### src/rtl/tl_client_arbiter_2to1.sv
// tl_client_arbiter_2to1
// Two-client TileLink-UL/UH arbiter in front of a single 64-bit manager port.
//   clock, reset           : single clock; reset is synchronous and active-low
//   auto_in0_* / auto_in1_*: client A (request) and D (response) channels
//   auto_out_*             : manager A and D channels
// A requests are granted round-robin and the grant is locked for multi-beat
// data bursts. The client index becomes bit 3 of the outbound source, and D
// responses are steered back by that bit. Each client's accepted-but-unanswered
// request count is capped at MAX_INFLIGHT. No payload is registered, so the
// block adds no latency on either channel.
module tl_client_arbiter_2to1 #(
    parameter int unsigned MAX_INFLIGHT = 4
) (
    input  logic        clock,
    input  logic        reset,
    input  logic        auto_in0_a_valid,
    output logic        auto_in0_a_ready,
    input  logic [2:0]  auto_in0_a_bits_opcode,
    input  logic [2:0]  auto_in0_a_bits_param,
    input  logic [2:0]  auto_in0_a_bits_size,
    input  logic [2:0]  auto_in0_a_bits_source,
    input  logic [31:0] auto_in0_a_bits_address,
    input  logic [7:0]  auto_in0_a_bits_mask,
    input  logic [63:0] auto_in0_a_bits_data,
    input  logic        auto_in0_a_bits_corrupt,
    output logic        auto_in0_d_valid,
    input  logic        auto_in0_d_ready,
    output logic [2:0]  auto_in0_d_bits_opcode,
    output logic [2:0]  auto_in0_d_bits_size,
    output logic [3:0]  auto_in0_d_bits_source,
    output logic        auto_in0_d_bits_denied,
    output logic [63:0] auto_in0_d_bits_data,
    output logic        auto_in0_d_bits_corrupt,
    input  logic        auto_in1_a_valid,
    output logic        auto_in1_a_ready,
    input  logic [2:0]  auto_in1_a_bits_opcode,
    input  logic [2:0]  auto_in1_a_bits_param,
    input  logic [2:0]  auto_in1_a_bits_size,
    input  logic [2:0]  auto_in1_a_bits_source,
    input  logic [31:0] auto_in1_a_bits_address,
    input  logic [7:0]  auto_in1_a_bits_mask,
    input  logic [63:0] auto_in1_a_bits_data,
    input  logic        auto_in1_a_bits_corrupt,
    output logic        auto_in1_d_valid,
    input  logic        auto_in1_d_ready,
    output logic [2:0]  auto_in1_d_bits_opcode,
    output logic [2:0]  auto_in1_d_bits_size,
    output logic [3:0]  auto_in1_d_bits_source,
    output logic        auto_in1_d_bits_denied,
    output logic [63:0] auto_in1_d_bits_data,
    output logic        auto_in1_d_bits_corrupt,
    output logic        auto_out_a_valid,
    input  logic        auto_out_a_ready,
    output logic [2:0]  auto_out_a_bits_opcode,
    output logic [2:0]  auto_out_a_bits_param,
    output logic [2:0]  auto_out_a_bits_size,
    output logic [3:0]  auto_out_a_bits_source,
    output logic [31:0] auto_out_a_bits_address,
    output logic [7:0]  auto_out_a_bits_mask,
    output logic [63:0] auto_out_a_bits_data,
    output logic        auto_out_a_bits_corrupt,
    input  logic        auto_out_d_valid,
    output logic        auto_out_d_ready,
    input  logic [2:0]  auto_out_d_bits_opcode,
    input  logic [2:0]  auto_out_d_bits_size,
    input  logic [3:0]  auto_out_d_bits_source,
    input  logic        auto_out_d_bits_denied,
    input  logic [63:0] auto_out_d_bits_data,
    input  logic        auto_out_d_bits_corrupt
);

    typedef enum logic [0:0] {
        A_IDLE  = 1'b0,
        A_BURST = 1'b1
    } a_state_e;

    localparam logic [3:0] MAX_CNT = 4'(MAX_INFLIGHT);

    // Beats minus one of a data-carrying message (size 6 -> 8 beats -> 7).
    function automatic logic [2:0] beats_minus_one(input logic [2:0] size);
        logic [2:0] bm1;
        case (size)
            3'd4:    bm1 = 3'd1;
            3'd5:    bm1 = 3'd3;
            3'd6:    bm1 = 3'd7;
            3'd7:    bm1 = 3'd7;
            default: bm1 = 3'd0;
        endcase
        return bm1;
    endfunction

    // Saturating in-flight update; a simultaneous +1/-1 cancels out.
    function automatic logic [3:0] inflight_next(input logic [3:0] cnt, input logic inc, input logic dec);
        logic [3:0] nxt;
        if (inc && !dec && (cnt != 4'hF)) begin
            nxt = cnt + 4'd1;
        end else if (dec && !inc && (cnt != 4'h0)) begin
            nxt = cnt - 4'd1;
        end else begin
            nxt = cnt;
        end
        return nxt;
    endfunction

    a_state_e   state_r, state_nxt_s;
    logic       last_grant_r;
    logic       lock_r;
    logic       hold_r;        // previous cycle offered a beat that stalled
    logic       hold_grant_r;
    logic [2:0] a_rem_r, a_rem_nxt_s;
    logic [2:0] d_rem_r, d_rem_nxt_s;
    logic [3:0] inflight0_r, inflight1_r;

    logic       elig0_s, elig1_s, grant_s;
    logic       a_fire_s, first_fire_s;
    logic [2:0] a_bm1_s;
    logic       d_dst_s, d_fire_s, d_last_s;
    logic [2:0] d_bm1_s;

    // Eligibility: in a burst only the locked client counts and the cap is bypassed.
    always_comb begin
        elig0_s = 1'b0;
        elig1_s = 1'b0;
        if (state_r == A_BURST) begin
            elig0_s = auto_in0_a_valid && (lock_r == 1'b0);
            elig1_s = auto_in1_a_valid && (lock_r == 1'b1);
        end else begin
            elig0_s = auto_in0_a_valid && (inflight0_r < MAX_CNT);
            elig1_s = auto_in1_a_valid && (inflight1_r < MAX_CNT);
        end
    end

    // Grant selection. A stalled offer keeps its client so that a D response
    // freeing the other client's cap cannot switch the grant mid-handshake.
    always_comb begin
        grant_s = 1'b0;
        if (state_r == A_BURST) begin
            grant_s = lock_r;
        end else if (hold_r && (hold_grant_r ? elig1_s : elig0_s)) begin
            grant_s = hold_grant_r;
        end else if (elig0_s && elig1_s) begin
            grant_s = ~last_grant_r;
        end else if (elig1_s) begin
            grant_s = 1'b1;
        end else begin
            grant_s = 1'b0;
        end
    end

    assign auto_out_a_valid        = grant_s ? elig1_s : elig0_s;
    assign auto_out_a_bits_opcode  = grant_s ? auto_in1_a_bits_opcode  : auto_in0_a_bits_opcode;
    assign auto_out_a_bits_param   = grant_s ? auto_in1_a_bits_param   : auto_in0_a_bits_param;
    assign auto_out_a_bits_size    = grant_s ? auto_in1_a_bits_size    : auto_in0_a_bits_size;
    assign auto_out_a_bits_source  = {grant_s, grant_s ? auto_in1_a_bits_source : auto_in0_a_bits_source};
    assign auto_out_a_bits_address = grant_s ? auto_in1_a_bits_address : auto_in0_a_bits_address;
    assign auto_out_a_bits_mask    = grant_s ? auto_in1_a_bits_mask    : auto_in0_a_bits_mask;
    assign auto_out_a_bits_data    = grant_s ? auto_in1_a_bits_data    : auto_in0_a_bits_data;
    assign auto_out_a_bits_corrupt = grant_s ? auto_in1_a_bits_corrupt : auto_in0_a_bits_corrupt;

    assign auto_in0_a_ready = auto_out_a_ready && (grant_s == 1'b0) && elig0_s;
    assign auto_in1_a_ready = auto_out_a_ready && (grant_s == 1'b1) && elig1_s;

    assign a_fire_s     = auto_out_a_valid && auto_out_a_ready;
    assign first_fire_s = a_fire_s && (state_r == A_IDLE);
    assign a_bm1_s      = auto_out_a_bits_opcode[2] ? 3'd0 : beats_minus_one(auto_out_a_bits_size);

    // A-channel burst FSM: next state and remaining beat count.
    always_comb begin
        state_nxt_s = state_r;
        a_rem_nxt_s = a_rem_r;
        case (state_r)
            A_IDLE: begin
                if (first_fire_s && (a_bm1_s != 3'd0)) begin
                    state_nxt_s = A_BURST;
                    a_rem_nxt_s = a_bm1_s;
                end else begin
                    state_nxt_s = A_IDLE;
                end
            end
            A_BURST: begin
                if (a_fire_s) begin
                    a_rem_nxt_s = a_rem_r - 3'd1;
                    if (a_rem_r == 3'd1) begin
                        state_nxt_s = A_IDLE;
                    end else begin
                        state_nxt_s = A_BURST;
                    end
                end else begin
                    state_nxt_s = A_BURST;
                end
            end
            default: begin
                state_nxt_s = A_IDLE;
                a_rem_nxt_s = 3'd0;
            end
        endcase
    end

    // D routing: bit 3 of the manager source selects the client.
    assign d_dst_s          = auto_out_d_bits_source[3];
    assign auto_in0_d_valid = auto_out_d_valid && !d_dst_s;
    assign auto_in1_d_valid = auto_out_d_valid && d_dst_s;
    assign auto_out_d_ready = auto_out_d_valid && (d_dst_s ? auto_in1_d_ready : auto_in0_d_ready);
    assign d_fire_s         = auto_out_d_valid && auto_out_d_ready;

    assign auto_in0_d_bits_opcode  = auto_out_d_bits_opcode;
    assign auto_in0_d_bits_size    = auto_out_d_bits_size;
    assign auto_in0_d_bits_source  = {1'b0, auto_out_d_bits_source[2:0]};
    assign auto_in0_d_bits_denied  = auto_out_d_bits_denied;
    assign auto_in0_d_bits_data    = auto_out_d_bits_data;
    assign auto_in0_d_bits_corrupt = auto_out_d_bits_corrupt;
    assign auto_in1_d_bits_opcode  = auto_out_d_bits_opcode;
    assign auto_in1_d_bits_size    = auto_out_d_bits_size;
    assign auto_in1_d_bits_source  = {1'b0, auto_out_d_bits_source[2:0]};
    assign auto_in1_d_bits_denied  = auto_out_d_bits_denied;
    assign auto_in1_d_bits_data    = auto_out_d_bits_data;
    assign auto_in1_d_bits_corrupt = auto_out_d_bits_corrupt;

    assign d_bm1_s = ((auto_out_d_bits_opcode == 3'd1) || (auto_out_d_bits_opcode == 3'd5))
                     ? beats_minus_one(auto_out_d_bits_size) : 3'd0;

    // D last-beat detection; d_rem_r==0 means the next fire is a first beat.
    always_comb begin
        d_last_s    = 1'b0;
        d_rem_nxt_s = d_rem_r;
        if (d_rem_r == 3'd0) begin
            d_last_s = d_fire_s && (d_bm1_s == 3'd0);
            if (d_fire_s) begin
                d_rem_nxt_s = d_bm1_s;
            end else begin
                d_rem_nxt_s = d_rem_r;
            end
        end else begin
            d_last_s = d_fire_s && (d_rem_r == 3'd1);
            if (d_fire_s) begin
                d_rem_nxt_s = d_rem_r - 3'd1;
            end else begin
                d_rem_nxt_s = d_rem_r;
            end
        end
    end

    // State registers with synchronous active-low reset.
    always_ff @(posedge clock) begin
        if (!reset) begin
            state_r      <= A_IDLE;
            last_grant_r <= 1'b1;
            lock_r       <= 1'b0;
            hold_r       <= 1'b0;
            hold_grant_r <= 1'b0;
            a_rem_r      <= 3'd0;
            d_rem_r      <= 3'd0;
            inflight0_r  <= 4'd0;
            inflight1_r  <= 4'd0;
        end else begin
            state_r      <= state_nxt_s;
            a_rem_r      <= a_rem_nxt_s;
            d_rem_r      <= d_rem_nxt_s;
            hold_r       <= (state_r == A_IDLE) && auto_out_a_valid && !auto_out_a_ready;
            hold_grant_r <= grant_s;
            if (first_fire_s) begin
                last_grant_r <= grant_s;
                lock_r       <= grant_s;
            end
            inflight0_r <= inflight_next(inflight0_r, first_fire_s && !grant_s, d_last_s && !d_dst_s);
            inflight1_r <= inflight_next(inflight1_r, first_fire_s && grant_s, d_last_s && d_dst_s);
        end
    end

endmodule

### config.mk
export PLATFORM = sky130hd
export DESIGN_NAME = tl_client_arbiter_2to1
export DESIGN_NICKNAME = d
export VERILOG_FILES = /design/src/rtl/tl_client_arbiter_2to1.sv
export SDC_FILE = /design/constraint.sdc
export NUM_CORES = 1
export LEC_CHECK = 0
export ABC_AREA = 1
export BUFFER_PORTS_ARGS = -buffer_cell sky130_fd_sc_hd__buf_4
export CORE_AREA = 2 2 233 235
export DETAILED_ROUTE_END_ITERATION = 8
export DIE_AREA = 0 0 235 237
export PLACE_DENSITY = 0.3
export SLEW_MARGIN = 40
export SYNTH_ARGS = -nofsm -noshare
export SYNTH_HDL_FRONTEND = slang
export SYNTH_SLANG_ARGS = --single-unit
export TNS_END_PERCENT = 1
### constraint.sdc
create_clock -name clock -period 2 [get_ports clock]
set_input_delay 0.2 -clock clock [delete_from_list [all_inputs] [get_ports clock]]
set_output_delay 0.2 -clock clock [all_outputs]
set_load 0.02 [all_outputs]
Yosys cells after proc, flatten, opt, wreduce, memory -nomap -nowiden. Cells that the tools add are included.

Multiplexer cells: 36. $lt $le $gt $ge: 2. Div/mod/pow operators: 0. Equal/unequal tests: 16. Reductions and logical operators: 51. Shifts and indexed selects: 0. Multipliers: 0. Bitwise logic cells: 4. Add/sub/neg operators: 6.

Operators with widths (number): $mux 64 (1); $logic_and 1x1->1 (33); $mux 3 (11); $mux 32 (1); $eq 3x3->1 const B (9); $pmux 3 s3 (2); $mux 4 (4); $mux 1 (14); $eq 3x1->1 const B (3); $add 4x1->4 const B (2); $lt 4x3->1 const B (2); $mux 8 (1); $ne 4x4->1 const B (2); $reduce_bool 4->1 (2); $sub 4x1->4 const B (2); $logic_not 1->1 (7); $logic_not 3->1 (2); $pmux 3 s2 (1); $sub 3x1->3 const B (2); $ne 2x1->1 const B (2); $not 1->1 (4); $reduce_bool 2->1 (2); $reduce_or 2->1 (2); $reduce_bool 3->1 (1); 3 further kinds (3).

Memories: 0. Input port bits: 318. Logic and storage cells: 124. Register bits after elaboration: 19. Output and inout port bits: 276. Latch bits: 0. Bits in read-only memories: 0. Memory bits (writable): 0.

Depth between registers and ports, before layout.
Word-level depth: 16. Depth in mapped cells: 18. Depth with buffers taken out: 18.

Worst setup path after synthesis. OpenSTA, ideal clock, no wires.

Kind: reg2reg. From: reg state_r. To: reg inflight1_r[3]. Period minus slack after synthesis: 2.243 ns. Cell stages (with the launch flop): 16. Arrival: 2.128 ns. Buffers on the path: 1. Library setup time: 0.115 ns. Setup slack: -0.243 ns. Required time: 1.885 ns. Cells stage by stage: dfxtp_1 buf_6 a21oi_2 nand2_1 nand2_2 nand3_2 nor2_2 nand2_1 ha_1 nand2_1 nor2_1 a211oi_1 nand3b_1 nand3_1 nand2_1 nor2_1.

Longest elaborated chain between the ends: 13. Elaborated cells on any way between the ends: 21. Those cells by class: mux: 9; bitwise: 1; reduce/logical: 11.

RTL lines: start, declared (line 105) `a_state_e state_r, state_nxt_s;`; start signal, assigned (line 256) `state_r <= state_nxt_s;`; $mux 1 (line 124) `if (state_r == A_BURST) begin`; $mux 1, or another cell as far along (line 143) `end else if (elig1_s) begin`; $mux 1 or $logic_and 1x1->1 (tied branches) (line 141, 139); $mux 1 (line 139) `end else if (hold_r && (hold_grant_r ? elig1_s : elig0_s)) begin`; $mux 1 (line 137) `if (state_r == A_BURST) begin`; $mux 1 * (line 150) `assign auto_out_a_valid = grant_s ? elig1_s : elig0_s;`; named net auto_out_a_valid (line 52) `output logic auto_out_a_valid,`; $logic_and 1x1->1 * (line 163) `assign a_fire_s = auto_out_a_valid && auto_out_a_ready;`; $logic_and 1x1->1 * (line 164) `assign first_fire_s = a_fire_s && (state_r == A_IDLE);`; $logic_and 1x1->1 * (line 266) `inflight1_r <= inflight_next(inflight1_r, first_fire_s && grant_s, d_last_s && d_dst_s);`; $logic_not 1->1 (line 97) `end else if (dec && !inc && (cnt != 4'h0)) begin`; $logic_and 1x1->1 (2 in a row) (line 97); $reduce_bool 2->1 (no source line); end signal, assigned (line 266); end, declared (line 112) `logic [3:0] inflight0_r, inflight1_r;`.

The timed path passes the listed nets; every way through them passes the cells marked *. A chain may end at the register's enable or synchronous reset.

Worst setup path in the final report.
From: reg state_r. To: out auto_out_a_bits_data[41].

Longest elaborated chain between the ends: 6. Elaborated cells on any way between the ends: 10. Those cells by class: mux: 8; reduce/logical: 2.

RTL lines: $mux 1 (line 124); $mux 1, or another cell as far along (line 143); $mux 1 or $logic_and 1x1->1 (tied branches) (line 141, 139); $mux 1 (line 139); $mux 1 * (line 137); $mux 64 * (line 157) `assign auto_out_a_bits_data = grant_s ? auto_in1_a_bits_data : auto_in0_a_bits_data;`; end, declared (line 60) `output logic [63:0] auto_out_a_bits_data,`.

Mark *: on every way between the ends. The rest lies on a longest branch, timed or not.

==> flow_summary.json <==
{
  "syn_avg_cell_area_sq_um": 5.48,
  "synth_cells": 730,
  "violations": "setup timing",
  "post-place-ws_ns": -0.241,
  "p_per_area_nw_per_um2": 937,
  "via_per_inst": 3.08,
  "dieHeight_um": 237,
  "placedCellCount": 1677,
  "crit_arrival_ns": 1.95,
  "synth-seq-cells": 19,
  "syn_area_sq_um": 4000,
  "end_kind": "primary output",
  "r2r_end": "inflight0_r[2]",
  "layout.cells.non_filler": 1690,
  "yosys_warnings": 0,
  "p_clk_share_pct": 6.0,
  "r2r_start": "state_r",
  "pwr-share-seq_pct": 7.2,
  "drive_gt1_share_pct": 52.5,
  "synth_top_area_share_pct": 35.4,
  "switching_share_pct": 50.8,
  "cts_sinks": 19,
  "cap_viol_max_count": 0,
  "final_area_sq_um": 7770,
  "mostFrequentLayoutCells": "345 x nand2_1, 331 x buf_4, 93 x buf_6",
  "final_hold_viol_count": 0,
  "final_common_cell": "nand2_1",
  "cts_max_level": 1,
  "antenna_found_initial": 1,
  "cellInternalPower_mw": 3.58,
  "fp-row-count": 85,
  "p_comb_share_pct": 86.8,
  "p_switching_mw": 3.70,
  "grt.overflow.total": 0,
  "grt_use_total_pct": 9.73,
  "drv_slew": 0,
  "tritoncts": "built",
  "peakVddDrop_uv": 310,
  "grt_first_pass_wirelength_um": 39800,
  "grt_max_degree": 33,
  "grt_pass1_vias": 5337,
  "fin_skew_ns": 0.00517,
  "dieArea_sq_um": 55700,
  "max_stage_delay_ns": 0.34,
  "fmax_mhz": 465,
  "fin_nets": 1324,
  "final_antenna_net_count": 0,
  "remaining_drc_errors": 0,
  "synth_seq_area_share_pct": 9.50,
  "crit_required_ns": 1.80,
  "clock_path_buffers": 2,
  "initial_utilization_pct": 7.51,
  "dpl.hpwl_um": 24100,
  "io_pins": 594,
  "hold_depth": 3,
  "critical_path_class": "reg2out",
  "yosys-top-cells-area": "nand2_1 35%, buf_4 29%, dfxtp_1 9.5%",
  "status": "finished with violations",
  "n_antenna_cell": 0,
  "core-area_sq_um": 53300,
  "ys_types": 33,
  "gp_congestion": 0.747,
  "final_util_pct": 14.6,
  "setup_viol_count_final": 121,
  "startpoint_type": "flop",
  "cts_made_buffers": 3,
  "placed_area_sq_um": 6940,
  "post-route-period-util_pct": 108,
  "path_clk_slew_ns": 0.06,
  "wl_per_cell_um": 17.0,
  "cp_max_fo": 21,
  "worstPathCellList": "buf_4 > a21oi_4 > nand3_2 > nand2_4 > nand2_4 > buf_12 > bufbuf_16 > nand2_1 > nand2_1 > buf_4",
  "firstDrtPassIters": 4,
  "rsz0062_at_grt": "true",
  "hold_path_end": "d_rem_r[2]",
  "drt-total-wl_um": 28700,
  "min_path_type": "in2reg",
  "p_leak_nw": 4.11,
  "drt_iter0_markers": 189,
  "io_buffers": 381,
  "rrSetupSlack_ns": -0.13,
  "fillers": 6252,
  "setup_ws_ns": -0.153,
  "cp_slowest_cell": "dfxtp_2",
  "hold_start": "auto_out_d_bits_size[1]",
  "die_w_um": 235,
  "fin_crit_ns": 2.15,
  "cts_root_buf": "clkbuf_16",
  "area_growth_pct": 94.0,
  "vias": 5204,
  "clock_latency_ns": 0.26,
  "ff2ff_path_depth": 12,
  "synth_area_leader_cell": "nand2_1"
}
synthesized netlist by cell type:
library cell    n
nand2_1       378
fa_1            2
o21ai_0         9
nand3_2         4
o21ai_2         1
a221oi_1        1
dfxtp_1        19
nand3_1        14
a21oi_2         1
nand2_4         3
nor2_1         33
nor4_1          1
a211oi_1        3
clkbuf_1        1
nand4_1         2
nand3b_1        2
buf_2          17
buf_6           7
inv_2           3
nor3_1          3
nor2_2          2
a21oi_1         7
ha_1            9
o21ai_1         1
inv_1          36
buf_4         155
a31oi_1         1
or2_2           1
nand2_2         7
xor2_1          4
nor2_4          1
conb_1          1
clkinv_2        1
how the worst max path moves through the flow:
| stage | slack, ns | cells past startpoint | to | startpoint |
|---|---|---|---|---|
| finish | -0.15 | 10 | auto_out_a_bits_data[41] | state_r |
| global route | -0.30 | 17 | inflight1_r[3] | d_rem_r[1] |
| CTS | -0.20 | 11 | auto_out_a_bits_data[1] | state_r |
| detailed placement | -0.24 | 17 | inflight1_r[3] | d_rem_r[0] |
| global placement | -0.24 | 14 | inflight1_r[3] | state_r |
| floorplan | -0.11 | 16 | inflight1_r[3] | state_r |
final cells by class:
| type | instances | area, sq um | share of cell area, % |
|---|---|---|---|
| flip-flops and latches | 19 | 384 | 4.94 |
| multi-input cells | 492 | 2370 | 30.5 |
| well taps | 696 | 871 | 11.2 |
| inverters | 40 | 173 | 2.22 |
| repair buffers | 439 | 3890 | 50.1 |
| clock buffers | 4 | 78.8 | 1.01 |
per-layer routing:
metal / up-vias / global-route usage (%) / share of wire (%) / wire (um)
met1: 2242 / 10.8 / 37 / 10700
met3: 7 / 5.11 / 13 / 3650
li1: 2571 / - / - / -
met2: 384 / 17.2 / 50 / 14300
met5: - / 0 / 0 / 0
met4: 0 / 0.575 / 0.29 / 83
power groups by stage:
stage	Sequential, mW	Combinational [mW]	Clock, mW
floorplan	0.519	3.13	0
CTS	0.526	6.47	0.458
finish	0.524	6.32	0.434
global route	0.537	6.86	0.468
detailed placement	0.532	5.44	0
global placement	0.532	5.46	0
sequential cells by signal, indices dropped and copies added (netlist names):
| name | count |
|---|---|
| d_rem_r | 3 |
| inflight1_r | 4 |
| inflight0_r | 4 |
| last_grant_r | 1 |
| a_rem_r | 3 |
| hold_grant_r | 1 |
| hold_r | 1 |
| state_r | 1 |
| lock_r | 1 |
worst max-delay path: cells and delay by family, from the launching register on:
family	cells	cell delay [ns]
buffers and inverters	4	0.79
and+or+nand+nor	5	0.41
DFF	1	0.34
AOI/OAI and AO/OA	1	0.14
what timing repair did:
action                     4_1_cts  5_1_grt
pin swaps                        6       11
hold buffers                     0        0
gates resized for setup        139       20
cloned                           4        0
buffers inserted                 3        2
setup endpoints to repair      123      128
per-stage QoR:
step	total power [mW]	TNS, ns	hold slack, ns
2_1_floorplan	3.65	-0.204	0.336
3_3_place_gp	5.99	-4.57	0.400
3_5_place_dp	5.97	-6.17	0.400
4_1_cts	7.46	-18.54	0.231
5_1_grt	7.87	-27.82	0.246
6_report	7.28	-14.53	0.232
cells by family after synthesis:
logic type                 synth area share, %
DFF                                       9.50
and+or+nand+nor                           45.2
adders and majority gates                 3.81
AOI/OAI and AO/OA                         3.50
other                                   0.0937
buffers and inverters                     37.0
xor gates and xnor gates                 0.875
(Power assumes the default switching activity.)
